--- src/rtl/lsu_pkg.sv ---
// rtl/lsu_pkg.sv - shared types, funct3 codes and byte-enable helper for lsu_align
package lsu_pkg;

  typedef enum logic [1:0] {
    IDLE  = 2'd0,
    LDATA = 2'd1,
    RESP  = 2'd2
  } lsu_state_t;

  localparam logic [2:0] F3_B  = 3'b000;
  localparam logic [2:0] F3_H  = 3'b001;
  localparam logic [2:0] F3_W  = 3'b010;
  localparam logic [2:0] F3_BU = 3'b100;
  localparam logic [2:0] F3_HU = 3'b101;

  // Byte enables for a store of the given size at the given byte offset
  function automatic logic [3:0] be_gen(input logic [2:0] funct3, input logic [1:0] off);
    logic [3:0] be;
    case (funct3)
      F3_B, F3_BU: be = 4'b0001 << off;
      F3_H, F3_HU: be = 4'b0011 << off;
      default:     be = 4'b1111;
    endcase
    return be;
  endfunction

endpackage

--- src/rtl/lsu_align_load_extend.sv ---
// rtl/lsu_align_load_extend.sv - select byte/half from a read word and sign/zero-extend it
module load_extend
  import lsu_pkg::*;
(
  input  logic [31:0] word,
  input  logic [1:0]  offset,
  input  logic [2:0]  funct3,
  output logic [31:0] data
);

  logic [31:0] shifted;

  // Move the addressed lane down to bit 0, then extend by access size
  always_comb begin
    shifted = word >> {offset, 3'b000};
    case (funct3)
      F3_B:    data = {{24{shifted[7]}}, shifted[7:0]};
      F3_BU:   data = {24'h0, shifted[7:0]};
      F3_H:    data = {{16{shifted[15]}}, shifted[15:0]};
      F3_HU:   data = {16'h0, shifted[15:0]};
      default: data = shifted;
    endcase
  end

endmodule

--- src/rtl/lsu_align.sv ---
// rtl/lsu_align.sv - load/store alignment unit in front of a word-addressed data memory
module lsu_align
  import lsu_pkg::*;
#(
  parameter int AW   = 32,
  parameter int XLEN = 32
) (
  input  logic            clk,
  input  logic            reset,
  input  logic            req_valid,
  output logic            req_ready,
  input  logic            req_we,
  input  logic [2:0]      req_funct3,
  input  logic [AW-1:0]   req_addr,
  input  logic [XLEN-1:0] req_wdata,
  output logic            resp_valid,
  input  logic            resp_ready,
  output logic [XLEN-1:0] resp_data,
  output logic            resp_err,
  output logic            mem_we,
  output logic [3:0]      mem_be,
  output logic [AW-1:0]   mem_addr,
  output logic [XLEN-1:0] mem_wd,
  input  logic [XLEN-1:0] mem_rd
);

  lsu_state_t      state_q, state_d;
  logic            resp_valid_q, resp_valid_d;
  logic [XLEN-1:0] resp_data_q, resp_data_d;
  logic [1:0]      off_q, off_d;
  logic [2:0]      f3_q, f3_d;
  logic            we_q, we_d;
  logic            err_q, err_d;

  logic            legal, aligned, ok, accept;
  logic [XLEN-1:0] ld_data;

  load_extend u_ext (
    .word   (mem_rd),
    .offset (off_q),
    .funct3 (f3_q),
    .data   (ld_data)
  );

  // Request decode and memory drive; memory is only touched from IDLE on a good store
  always_comb begin
    case (req_funct3)
      F3_B, F3_H, F3_W: legal = 1'b1;
      F3_BU, F3_HU:     legal = ~req_we;
      default:          legal = 1'b0;
    endcase
    case (req_funct3[1:0])
      2'b01:   aligned = ~req_addr[0];
      2'b10:   aligned = (req_addr[1:0] == 2'b00);
      default: aligned = 1'b1;
    endcase
    ok        = legal & aligned;
    req_ready = (state_q == IDLE) & ~reset;
    accept    = req_valid & req_ready;
    mem_addr  = {req_addr[AW-1:2], 2'b00};
    mem_we    = accept & req_we & ok;
    mem_be    = mem_we ? be_gen(req_funct3, req_addr[1:0]) : 4'b0000;
    mem_wd    = req_wdata << {req_addr[1:0], 3'b000};
  end

  // Next-state and response computation
  always_comb begin
    state_d      = state_q;
    resp_valid_d = resp_valid_q;
    resp_data_d  = resp_data_q;
    off_d        = off_q;
    f3_d         = f3_q;
    we_d         = we_q;
    err_d        = err_q;
    case (state_q)
      IDLE: begin
        if (accept) begin
          off_d = req_addr[1:0];
          f3_d  = req_funct3;
          we_d  = req_we;
          err_d = ~ok;
          if (!req_we && ok) begin
            state_d = LDATA;
          end else begin
            state_d      = RESP;
            resp_valid_d = 1'b1;
            resp_data_d  = '0;
          end
        end
      end
      LDATA: begin
        resp_data_d  = we_q ? '0 : ld_data;
        resp_valid_d = 1'b1;
        state_d      = RESP;
      end
      RESP: begin
        if (resp_valid_q && resp_ready) begin
          resp_valid_d = 1'b0;
          state_d      = IDLE;
        end
      end
      default: state_d = IDLE;
    endcase
  end

  // State and registered outputs; reset drops any in-flight load
  always_ff @(posedge clk or posedge reset) begin
    if (reset) begin
      state_q      <= IDLE;
      resp_valid_q <= 1'b0;
      resp_data_q  <= '0;
      off_q        <= 2'b00;
      f3_q         <= 3'b000;
      we_q         <= 1'b0;
      err_q        <= 1'b0;
    end else begin
      state_q      <= state_d;
      resp_valid_q <= resp_valid_d;
      resp_data_q  <= resp_data_d;
      off_q        <= off_d;
      f3_q         <= f3_d;
      we_q         <= we_d;
      err_q        <= err_d;
    end
  end

  assign resp_valid = resp_valid_q;
  assign resp_data  = resp_data_q;
  assign resp_err   = err_q;

endmodule
--- config.mk ---
export PLATFORM = sky130hd
export DESIGN_NAME = lsu_align
export DESIGN_NICKNAME = d
export VERILOG_FILES = /design/src/rtl/lsu_pkg.sv /design/src/rtl/lsu_align_load_extend.sv /design/src/rtl/lsu_align.sv
export SDC_FILE = /design/constraint.sdc
export NUM_CORES = 1
export LEC_CHECK = 0
export CORE_MARGIN = 2
export CORE_UTILIZATION = 35
export CTS_CLUSTER_DIAMETER = 100
export DETAILED_ROUTE_END_ITERATION = 10
export GPL_TIMING_DRIVEN = 0
export PLACE_DENSITY = 0.79
export SETUP_SLACK_MARGIN = 0.05
export SLEW_MARGIN = 20
export SYNTH_ARGS = -nofsm -noshare
export SYNTH_HDL_FRONTEND = slang
export SYNTH_SLANG_ARGS = --single-unit
--- constraint.sdc ---
create_clock -name clk -period 4.8 [get_ports clk]
set_input_delay 0.96 -clock clk [delete_from_list [all_inputs] [get_ports clk]]
set_output_delay 0.96 -clock clk [all_outputs]
set_load 0.01 [all_outputs]
==> results.json, run 1 <==
{
  "outcome": "complete, no violations",
  "setup.worst_path.start_class": "input port",
  "cts_tree": "done",
  "worstPathArrival_ps": 3420,
  "syn-instance-count": 323,
  "cts_buffer_depth": 2,
  "post-cts-setup-buffer-count": 0,
  "max-cap-violations": 0,
  "synth.ff_latch_count": 42,
  "dieHeight_um": 98.1,
  "place_congestion": 0.910,
  "power_per_cell_area_mw_per_mm2": 288,
  "yosysSeqAreaShare_pct": 33.9,
  "wl_per_cell_um": 16.9,
  "final_net_count": 614,
  "globalRouteTotalUtil_pct": 20.6,
  "vdd_drop_max_v": 0.000133,
  "syn_area_mm2": 0.00310,
  "die_area_mm2": 0.00963,
  "report.final.slew_viol_count": 0,
  "rsz_0062_raised_after_global_routing": "false",
  "cts.root.buffer_cell": "sky130_fd_sc_hd__clkbuf_8",
  "postRouteAntennaNets": 0,
  "worst_skew_pair.late_latency_ps": 300,
  "maxSlewHeadroom_pct": 57.7,
  "tightestPinTransition_ps": 635,
  "antennaDiodeCount": 0,
  "required_ps": 3840,
  "fp.dieW_um": 98.1,
  "critPathKind": "input port to primary output",
  "critical_path_cell_by_cell": "clkdlybuf4s50_1, buf_2, buf_2, clkbuf_1, o21ai_0, a21oi_1, clkdlybuf4s50_1",
  "area_overhead_vs_synth_pct": 64.7,
  "report.final.setup_viol": 0,
  "fin_skew_ps": 7.32,
  "drt-pass1-iter-count": 4,
  "layout_common_cells": "sky130_fd_sc_hd__clkdlybuf4s50_1, sky130_fd_sc_hd__dfrtp_1, sky130_fd_sc_hd__buf_4",
  "clock_sink_count": 42,
  "floorplan.initialDensity_pct": 35.7,
  "via_count": 3257,
  "detailedRoute.firstIterationViolations": 216,
  "numPortBuffers": 175,
  "final_hold_viol_count": 0,
  "totalNegativeSetupSlack_ps": 0,
  "drc": 0,
  "dpl_worst_slack_ps": 376,
  "synth_edf_count": 0,
  "yosys_most_used_dff": "sky130_fd_sc_hd__dfrtp_1",
  "timing.critical_path.fanout_max": 10,
  "largest_net_degree_at_the_start_of_global_routing": 24,
  "h-tree-depth": 2,
  "cpLargestDelayFamily": "buffers and inverters",
  "placed_cell_area_mm2": 0.00502,
  "final_common_cell": "sky130_fd_sc_hd__clkdlybuf4s50_1",
  "final_design_area_no_fill_mm2": 0.00511,
  "period_needed_ps": 4380,
  "layout-drive-gt1-share_pct": 14.4,
  "core-area_mm2": 0.00868,
  "synth_async_sr_flop_share_pct": 100,
  "row_count": 34,
  "routed_wirelength_mm": 10.4,
  "avgSynthCellArea_um2": 9.60,
  "grt_remaining_overflow": 0,
  "cts-resized-gates": 0,
  "number_of_buffers_and_inverters_on_the_critical_path": 5,
  "worstHoldPathType": "register to register",
  "postLayoutSetupSlackWorst_ps": 420,
  "clk_transition_reported_paths_ps": 80,
  "standard_cell_with_the_maximum_stage_delay_on_the_critical_path": "sky130_fd_sc_hd__clkdlybuf4s50_1",
  "grt_pass1_vias": 3280,
  "grt_antenna_before_repair": 0,
  "fmaxAchievable_ghz": 0.228,
  "grt_first_pass_wirelength_mm": 16.4,
  "place_hpwl_mm": 8.51,
  "ys_types": 39,
  "critical_path.max_stage_delay_ps": 550,
  "power.leakage_nw": 2.19,
  "cts_hold_repair.buffers": 0,
  "yosys_warnings": 0,
  "post_drt_via_cell_ratio": 5.29,
  "cts-buffers-inserted": 5,
  "fin_crit_sh_pct": 91.3,
  "io_pins": 208,
  "endpoint_kind": "primary output"
}
==> synth_stat cells, drive strengths merged, types with 5 or more instances <==
| master | count | area [um2] |
|---|---|---|
| a211o | 8 | 70.1 |
| a211oi | 10 | 75.1 |
| a21oi | 16 | 83.8 |
| a221o | 16 | 160 |
| a22o | 9 | 78.8 |
| a2bb2oi | 7 | 61.3 |
| a32o | 7 | 70.1 |
| and2 | 8 | 50.1 |
| buf | 46 | 327 |
| clkbuf | 10 | 37.5 |
| dfrtp | 42 | 1050 |
| inv | 5 | 18.8 |
| mux2 | 14 | 158 |
| mux2i | 24 | 240 |
| nand2 | 19 | 71.3 |
| nor2 | 16 | 60.1 |
| nor2b | 22 | 138 |
| o21ai | 18 | 90.1 |
==> state kept, by name, summed over array words and instances, names as in the netlist <==
name / count
f3_q: 3
state_q: 2
off_q: 2
resp_data: 32
resp_err: 1
resp_valid: 1
we_q: 1
==> worst paths after layout <==
kind	startpoint	to	slack [ps]	depth (start not counted)
setup / recovery	req_addr[1]	mem_be[3]	420	7
hold / removal	resp_data[2]$_DFFE_PP0P_	resp_data[2]$_DFFE_PP0P_	510	1
setup reg to reg	off_q[0]$_DFFE_PP0P_	resp_data[21]$_DFFE_PP0P_	2770	4
hold reg to reg	resp_data[2]$_DFFE_PP0P_	resp_data[2]$_DFFE_PP0P_	510	1
max in group asynchronous	reset	resp_data[22]$_DFFE_PP0P_	3210	3
min in group asynchronous	reset	resp_err$_DFFE_PP0P_	1110	2
==> area by class of cell <==
| type | instances | area [um2] |
|---|---|---|
| fillers | 740 | 3570 |
| repair buffers | 176 | 1780 |
| multi-input cells | 221 | 1670 |
| flip-flops and latches | 42 | 1050 |
| plain buffers | 56 | 364 |
| well taps | 108 | 135 |
| clock buffers | 5 | 68.8 |
| clock inverters | 3 | 21.3 |
| inverters | 5 | 18.8 |
==> report_power, final <==
part | internal [mW] | switching, mW
Clock | 0.102 | 0.128
Combinational | 0.417 | 0.361
Sequential | 0.411 | 0.0518
Total | 0.931 | 0.541
==> logic make-up after synthesis <==
logic type | Yosys count | synth area share (%)
flops | 42 | 33.9
fa+ha+maj | 3 | 1.21
buf+inv | 61 | 12.3
simple gates | 77 | 13.8
other cells | 1 | 0.121
compound gates | 99 | 24.3
mux | 40 | 14.3
==> stage by stage <==
step | cells | power (mW) | utilization (%) | hold slack [ps]
floorplan | 324 | 0.940 | - | 495
global placement | 607 | 1.23 | 57.5 | 484
detailed placement | 608 | 1.24 | 57.8 | 497
CTS | 616 | 1.48 | 58.9 | 519
global route | 616 | 1.56 | 58.9 | 536
finish | 616 | 1.47 | 58.9 | 512
==> per-layer routing <==
metal	track usage (%)	share of wire (%)	vias to the layer above	routed length, um
li1	-	-	1528	-
met1	24.5	40	1556	4130
met2	37.4	52	158	5380
met3	4.08	6.8	15	705
met4	6.32	1.7	0	174
met5	0	0	-	0
No activity file was read; power rests on OpenSTA's default activity.
==> inputs of run 2 (changes only) <==
clock period = 5.5 ns   (was 4.8 ns; I/O delays follow)
==> results of run 2 <==
The final DEF is identical to that of run 1. Status: complete, no violations.
Among the figures that moved: setup slack after placement 376 ps -> 796 ps; setup slack after layout 420 ps -> 840 ps; register-to-register setup slack 2770 ps -> 3470 ps; total power 1.47 mW -> 1.28 mW; worst IR drop on VDD 0.000133 V -> 0.000116 V
==> inputs of run 3 (changes only) <==
CORE_UTILIZATION = 33   (was 35)
PLACE_DENSITY = 0.78   (was 0.79)
clock period = 4 ns   (was 5.5 ns; I/O delays follow)
==> results.json, run 3 (same netlist as run 1, synthesis figures left out) <==
{
  "power.leakage_nw": 2.21,
  "dieHeight_um": 101,
  "layout_common_cells": "sky130_fd_sc_hd__clkdlybuf4s50_1, sky130_fd_sc_hd__dfrtp_1, sky130_fd_sc_hd__buf_4",
  "io_pins": 208,
  "totalNegativeSetupSlack_ps": 0,
  "critical_path_cell_by_cell": "clkdlybuf4s50_1, buf_2, buf_1, a211oi_1, a21oi_1, clkdlybuf4s50_1",
  "placed_cell_area_mm2": 0.00502,
  "fin_crit_sh_pct": 95.4,
  "final_hold_viol_count": 0,
  "fin_total_pwr_mw": 1.86,
  "report.final.setup_viol": 0,
  "place_congestion": 0.824,
  "min_delay_path_depth": 1,
  "worstPathArrival_ps": 3020,
  "grt_first_pass_wirelength_mm": 16.0,
  "postRouteAntennaNets": 0,
  "maxSlewHeadroom_pct": 58.0,
  "dpl.cell_count": 611,
  "clk_transition_reported_paths_ps": 80,
  "fp.dieW_um": 101,
  "postLayoutSetupSlackWorst_ps": 184,
  "period_needed_ps": 3820,
  "die_area_mm2": 0.0102,
  "numPortBuffers": 175,
  "layout.cells.non_filler": 621,
  "final_util_pct": 56.1,
  "area_overhead_vs_synth_pct": 66.4,
  "critPathKind": "input port to primary output",
  "final_common_cell": "sky130_fd_sc_hd__clkdlybuf4s50_1",
  "endpoint_kind": "primary output",
  "setup.worst_path.start_class": "input port",
  "cts-buffers-inserted": 5,
  "place_hpwl_mm": 8.32,
  "fin_hold_ws_ps": 505,
  "worst_r2r_path_cells": 4,
  "floorplan.initialDensity_pct": 33.7,
  "tightestPinTransition_ps": 628,
  "critical_path.max_stage_delay_ps": 600,
  "power_per_cell_area_mw_per_mm2": 360,
  "layout-drive-gt1-share_pct": 15.3,
  "dpl_worst_slack_ps": -56.7,
  "outcome": "complete, no violations",
  "grt_remaining_overflow": 0,
  "clock_sink_count": 42,
  "h-tree-depth": 2,
  "post_drt_via_cell_ratio": 5.33,
  "grt_pass1_vias": 3337,
  "timing.critical_path.fanout_max": 10,
  "routed_wirelength_mm": 10.5,
  "fin_skew_ps": 11.6,
  "core-area_mm2": 0.00920,
  "final_design_area_no_fill_mm2": 0.00516,
  "final_net_count": 616,
  "cts_buffer_depth": 2,
  "cts_hold_repair.buffers": 0,
  "drc": 0,
  "largest_net_degree_at_the_start_of_global_routing": 26,
  "largest_reg_flops": 32,
  "wl_per_cell_um": 16.9,
  "cts_tree": "done",
  "worstHoldPathType": "register to register",
  "row_count": 35,
  "via_count": 3310,
  "timing.critical_path.mode_cell": "sky130_fd_sc_hd__clkdlybuf4s50_1",
  "standard_cell_with_the_maximum_stage_delay_on_the_critical_path": "sky130_fd_sc_hd__clkdlybuf4s50_1",
  "required_ps": 3200,
  "drt-pass1-iter-count": 4,
  "worst_skew_pair.late_latency_ps": 300,
  "globalRouteTotalUtil_pct": 19.7,
  "report.final.slew_viol_count": 0,
  "cts.root.buffer_cell": "sky130_fd_sc_hd__clkbuf_8",
  "detailedRoute.firstIterationViolations": 147,
  "rsz_0062_raised_after_global_routing": "true",
  "antennaDiodeCount": 0,
  "max-cap-violations": 0,
  "vdd_drop_max_v": 0.000182,
  "grt_antenna_before_repair": 0,
  "fmaxAchievable_ghz": 0.262
}
[run 3: cell count changes in the layout (fill, tap and decap cells not counted)]
cell and change:
sky130_fd_sc_hd__clkinvlp_4 +1, sky130_fd_sc_hd__clkinv_2 -1, sky130_fd_sc_hd__nor2_2 +1, sky130_fd_sc_hd__clkbuf_2 +1, sky130_fd_sc_hd__bufinv_16 +1, sky130_fd_sc_hd__clkbuf_4 +1
sky130_fd_sc_hd__clkbuf_1 -1, sky130_fd_sc_hd__nor2_1 -1, sky130_fd_sc_hd__buf_4 +2, sky130_fd_sc_hd__clkinv_4 -1, sky130_fd_sc_hd__buf_1 -1
[run 3: power breakdown]
part	leakage [nW]	internal, mW	switching [mW]	total [mW]
Combinational	1.59	0.505	0.452	0.957
Sequential	0.565	0.493	0.0638	0.557
Clock	0.0504	0.186	0.159	0.345
[run 3: final timing paths]
| check | slack (ps) | to | from |
|---|---|---|---|
| worst max-delay path | 180 | mem_wd[28] | req_addr[1] |
| worst min-delay path | 500 | resp_data[2]$_DFFE_PP0P_ | resp_data[2]$_DFFE_PP0P_ |
| worst max register to register | 1980 | resp_data[21]$_DFFE_PP0P_ | off_q[0]$_DFFE_PP0P_ |
| worst min register to register | 500 | resp_data[2]$_DFFE_PP0P_ | resp_data[2]$_DFFE_PP0P_ |
| max in group asynchronous | 2580 | resp_data[12]$_DFFE_PP0P_ | reset |
| min in group asynchronous | 940 | resp_err$_DFFE_PP0P_ | reset |
[run 3: what timing repair did]
| action | 4_1_cts | 5_1_grt |
|---|---|---|
| pin swaps | 0 | 1 |
| endpoints found under the setup margin | 2 | 4 |
| buffers inserted | 0 | 2 |
| gates resized for setup | 2 | 2 |
[run 3: worst max-delay path: cells and delay by family]
family	cells	cell delay, ps
AOI/OAI and AO/OA	2	410
buffers and inverters	4	1790
[run 3: cell type report]
class	instances	area (um2)
fillers	818	4040
repair buffers	178	1790
multi-input cells	221	1670
flip-flops and latches	42	1050
plain buffers	56	369
well taps	111	139
clock buffers	5	68.8
clock inverters	3	45.0
inverters	5	18.8
[run 3: per-layer routing]
metal | vias up | GRT usage (%) | share of wire [%]
met5 | - | 0 | 0
met4 | 0 | 6.55 | 1.8
met3 | 18 | 4.58 | 8.0
met2 | 180 | 35.8 | 52
met1 | 1572 | 22.6 | 38
li1 | 1540 | - | -
